**config.mk**
```make
export PLATFORM = sky130hd
export DESIGN_NAME = toggle_pulse_receiver
export DESIGN_NICKNAME = d
export VERILOG_FILES = /design/src/rtl/toggle_pulse_receiver.sv
export SDC_FILE = /design/constraint.sdc
export NUM_CORES = 1
export LEC_CHECK = 0
export ABC_CLOCK_PERIOD_IN_PS = 3400
export CORE_MARGIN = 4
export CORE_UTILIZATION = 33
export CTS_BUF_LIST = sky130_fd_sc_hd__clkbuf_16
export CTS_CLUSTER_DIAMETER = 200
export DETAILED_ROUTE_END_ITERATION = 10
export GPL_TIMING_DRIVEN = 0
export PLACE_DENSITY = 0.54
export SLEW_MARGIN = 25
export SYNTH_ARGS = -nofsm -noshare
export SYNTH_HDL_FRONTEND = slang
export SYNTH_SLANG_ARGS = --single-unit
```
**constraint.sdc**
```tcl
create_clock -name clk -period 3.4 [get_ports clk]
set_input_delay 0.34 -clock clk [delete_from_list [all_inputs] [get_ports clk]]
set_output_delay 0.34 -clock clk [all_outputs]
set_load 0.05 [all_outputs]
```
**src/rtl/toggle_pulse_receiver.sv**
```systemverilog
// toggle_pulse_receiver
//   Receive end of a toggle-event link. The sender flips a level once per
//   event; this block synchronises that level, converts each transition into
//   one buffered event offered on a valid/ready handshake, and returns a
//   toggle acknowledge per accepted event. Accepted events are counted and a
//   sticky flag records any event dropped because one was already pending.
//
// Ports
//   clk        in   rising-edge clock
//   clr        in   synchronous active-low reset
//   t_in       in   toggle level from sender (asynchronous to clk)
//   evt_ready  in   consumer can take the pending event
//   evt_valid  out  one event is pending (registered)
//   ack_t      out  toggles once per accepted event
//   q, q_bar   out  synchronised t_in level and its complement
//   evt_count  out  accepted-event count, wraps silently
//   overrun    out  sticky: an event was dropped
module toggle_pulse_receiver #(
   parameter int SYNC_STAGES = 2,
   parameter int CNT_WIDTH   = 8
) (
   input  logic                 clk,
   input  logic                 clr,
   input  logic                 t_in,
   input  logic                 evt_ready,
   output logic                 evt_valid,
   output logic                 ack_t,
   output logic                 q,
   output logic                 q_bar,
   output logic [CNT_WIDTH-1:0] evt_count,
   output logic                 overrun
);

   typedef enum logic [1:0] {
      ST_INIT = 2'd0,
      ST_IDLE = 2'd1,
      ST_PEND = 2'd2
   } state_e;

   // INIT covers init counter values 0..SYNC_STAGES, i.e. SYNC_STAGES+1 cycles,
   // long enough for the synchroniser and prev to settle on the t_in level.
   localparam logic [2:0] INIT_LAST = 3'(SYNC_STAGES);

   logic [SYNC_STAGES-1:0] sync_q;
   logic                   prev_q;
   state_e                 state_q, state_d;
   logic [2:0]             init_cnt_q, init_cnt_d;
   logic                   evt_valid_q, evt_valid_d;
   logic                   ack_q, ack_d;
   logic [CNT_WIDTH-1:0]   cnt_q, cnt_d;
   logic                   ovr_q, ovr_d;
   logic                   tgl_edge;
   logic                   accept;

   assign q         = sync_q[SYNC_STAGES-1];
   assign q_bar     = ~q;
   assign evt_valid = evt_valid_q;
   assign ack_t     = ack_q;
   assign evt_count = cnt_q;
   assign overrun   = ovr_q;

   // Any level change of the synchronised input is one sender event.
   assign tgl_edge = q ^ prev_q;
   assign accept   = evt_valid_q & evt_ready;

   always_ff @(posedge clk) begin
      if (!clr) begin
         sync_q      <= '0;
         prev_q      <= 1'b0;
         state_q     <= ST_INIT;
         init_cnt_q  <= '0;
         evt_valid_q <= 1'b0;
         ack_q       <= 1'b0;
         cnt_q       <= '0;
         ovr_q       <= 1'b0;
      end else begin
         sync_q      <= {sync_q[SYNC_STAGES-2:0], t_in};
         prev_q      <= q;
         state_q     <= state_d;
         init_cnt_q  <= init_cnt_d;
         evt_valid_q <= evt_valid_d;
         ack_q       <= ack_d;
         cnt_q       <= cnt_d;
         ovr_q       <= ovr_d;
      end
   end

   always_comb begin
      state_d     = state_q;
      init_cnt_d  = init_cnt_q;
      evt_valid_d = evt_valid_q;
      ack_d       = ack_q;
      cnt_d       = cnt_q;
      ovr_d       = ovr_q;
      case (state_q)
         ST_INIT: begin
            // Edges seen here come from the synchroniser filling after reset.
            if (init_cnt_q == INIT_LAST) state_d = ST_IDLE;
            else                         init_cnt_d = init_cnt_q + 3'd1;
         end
         ST_IDLE: begin
            if (tgl_edge) begin
               state_d     = ST_PEND;
               evt_valid_d = 1'b1;
            end
         end
         ST_PEND: begin
            if (accept) begin
               ack_d = ~ack_q;
               cnt_d = cnt_q + 1'b1;
               // A new event arriving with the accept takes over the buffer.
               if (!tgl_edge) begin
                  state_d     = ST_IDLE;
                  evt_valid_d = 1'b0;
               end
            end else if (tgl_edge) begin
               ovr_d = 1'b1;
            end
         end
         default: begin
            state_d     = ST_INIT;
            init_cnt_d  = '0;
            evt_valid_d = 1'b0;
         end
      endcase
   end

endmodule
```
==> results.cfg <==
[status]
outcome = finished, final reports clean

[floorplanning]
coreArea_um2 = 2730
die_h_um = 61.3
start_util = 0.343
top_level_ports = 17
rows = 19
die-area_um2 = 3760
fp.dieW_um = 61.3

[layout]
area_growth_pct = 29.8
diodes = 0
num-nets-final = 135
drive_above_1_share = 0.0650
stdcell_area_um2 = 1220
nFillCells = 268

[route]
avgViaCountPerCell = 4.92
ant_nets = 0
drcViolationCount = 0
wl_um = 1770
firstDrtPassIters = 4
wire_per_inst_um = 11.5
drt-initial-drc-count = 17
num_vias = 757

[global_routing]
antenna_found_initial = 0
grt-ovfl-total = 0
grt_pass1_wl_um = 3040
grt_pass1_vias = 724
grt_usage = 0.109
grt_max_degree = 12

[setup_path]
crit_type = reg2out
rr_endpoint = evt_count[6]
r2r_cells = 6
cp_data_required_time_ns = 3.06
regToRegSetupSlack_ns = 1.86
critPathSlowestCell = clkdlybuf4s50_1
path_max_fanout = 5
crit_family = buffers and inverters
end_kind = primary output
crit_chain = clkdlybuf4s50_1
cp-start-kind = register
cp.arrival_ns = 1.52
r2r_start = state_q[0]
crit_path_max_incr_delay_ns = 0.84
crit_buf_inv = 1

[clock_tree]
htree_levels = 1
cts_setup_buffers = 0
cts_resized = 0
clock_latency_ns = 0.25
cts.sinks = 19
numCtsBuffers = 3
clockRootBuffer = clkbuf_16
cts_tree = built
cts_buffer_depth = 2
postCtsHoldBufs = 0
clk_pin_slew_ns = 0.06

[yosys]
ys_types = 29
synth_top_cell_area_share = 0.406
synth_edf_count = 0
ys.flop_type = dfxtp_1
async_flop_share = 0
synth_fp_nets = 114
synth.most_common_cell = dfxtp_1
synth_area_um2 = 937
synth_common_cells = dfxtp_1 (19), and2_1 (12), nand2_1 (11), ha_1 (7), inv_1 (7)
post_synth_main_area_contributors = dfxtp_1 (41%), ha_1 (9.3%), and2_1 (8.0%)
yosysTopAreaCell = dfxtp_1
ys_seq_elements = 19
netlist_instances = 103
syn-mean-instance-area_um2 = 9.10
yosysWarnings = 0
synth-seq-area-share = 0.406

[power]
p_int_w = 0.000493
switching_share = 0.308
ir_drop_mv = 0.357
p_switching_w = 0.000220
power.total_w = 0.000713
clock_power_share = 0.338
seqPwrFrac = 0.373
powerDensity_nw_per_um2 = 586
comb_power_share = 0.288
leakage_nw = 0.481

[place]
place_area_um2 = 1140
port_buffers = 16
hpwl_um = 1320
gp_congestion = 0.746

[timing]
rsz0062_at_grt = no
hold_ws_ns = 0.431
slew_viol_final = 0
min_period_over_period = 0.547
max_slew_margin = 0.666
setup_viol_count_final = 0
max_slew.worst_pin.slew_ns = 0.499
setup_tns_ns = 0
timing_hold_violations_final = 0
fin_crit_ns = 1.86
clock.fmax_ghz = 0.537
fin_skew_ns = 0.00239

[hold_path]
worstHoldStart = sync_q[0]
min_to = sync_q[1]
worstHoldPathType = reg2reg
min_path_cells = 1

[flow_run]
drv_cap = 0
[logic make-up (layout without fill, tap and decap cells)]
group                      Yosys count  in the layout  share of synthesized area
xor gates and xnor gates             9              9                     0.0841
DFF                                 19             19                      0.406
AOI/OAI and AO/OA                   16             16                      0.108
and+or+nand+nor                     42             42                      0.262
muxes                                1              1                     0.0107
buffers and inverters                9             29                     0.0361
adders and majority gates            7              7                     0.0935
[stage by stage]
stage / util / worst slack (ns) / cells
floorplan: - / 1.84 / 103
global placement: 0.416 / 1.69 / 150
detailed placement: 0.416 / 1.67 / 150
CTS: 0.445 / 1.53 / 154
global route: 0.445 / 1.49 / 154
finish: 0.445 / 1.54 / 154
[how the worst max path moves through the flow]
stage / cells past startpoint / endpoint / startpoint / slack [ns]
floorplan: 4 / evt_count[4] / evt_valid / 1.84
global placement: 5 / state_q[1] / evt_ready / 1.69
detailed placement: 5 / state_q[1] / evt_ready / 1.67
CTS: 1 / evt_valid / evt_valid / 1.53
global route: 1 / evt_valid / evt_valid / 1.49
finish: 1 / evt_valid / evt_valid / 1.54
[flip-flops by register name, summed over array words and instances, names as in the netlist]
name	cells
ack_t	1
evt_count	8
evt_valid	1
init_cnt_q	3
overrun	1
prev_q	1
state_q	2
sync_q	2
[placed cells by master (no fill, tap or decap), types with 5 or more instances in the layout]
master	n
and2_1	12
clkdlybuf4s50_1	16
dfxtp_1	19
ha_1	7
inv_1	7
nand2_1	11
o21ai_0	5
xnor2_1	6
[metal layers]
layer	global-route usage	routed length, um	up-vias
li1	-	-	388
met1	0.128	804	346
met2	0.189	858	21
met3	0.0377	95	2
met4	0.0279	13	0
met5	0	0	-
[final cells by class]
class / instances / area, um^2 / area share
multi-input cells: 75 / 523 / 0.430
flip-flops and latches: 19 / 380 / 0.313
repair buffers: 16 / 160 / 0.132
clock buffers: 3 / 75.1 / 0.0617
well taps: 31 / 38.8 / 0.0319
inverters: 7 / 26.3 / 0.0216
plain buffers: 2 / 7.51 / 0.00617
clock inverters: 1 / 5.00 / 0.00412
[power by group through the flow]
| stage | clock, W | combinational (W) | sequential [W] |
|---|---|---|---|
| final | 0.000241 | 0.000206 | 0.000266 |
| after global routing | 0.000257 | 0.000239 | 0.000270 |
| after CTS | 0.000248 | 0.000208 | 0.000266 |
| after detailed placement | 0 | 0.000207 | 0.000271 |
| after global placement | 0 | 0.000197 | 0.000269 |
| after floorplan | 0 | 0.000156 | 0.000273 |
Note: power is estimated with default switching activity, not from simulation.
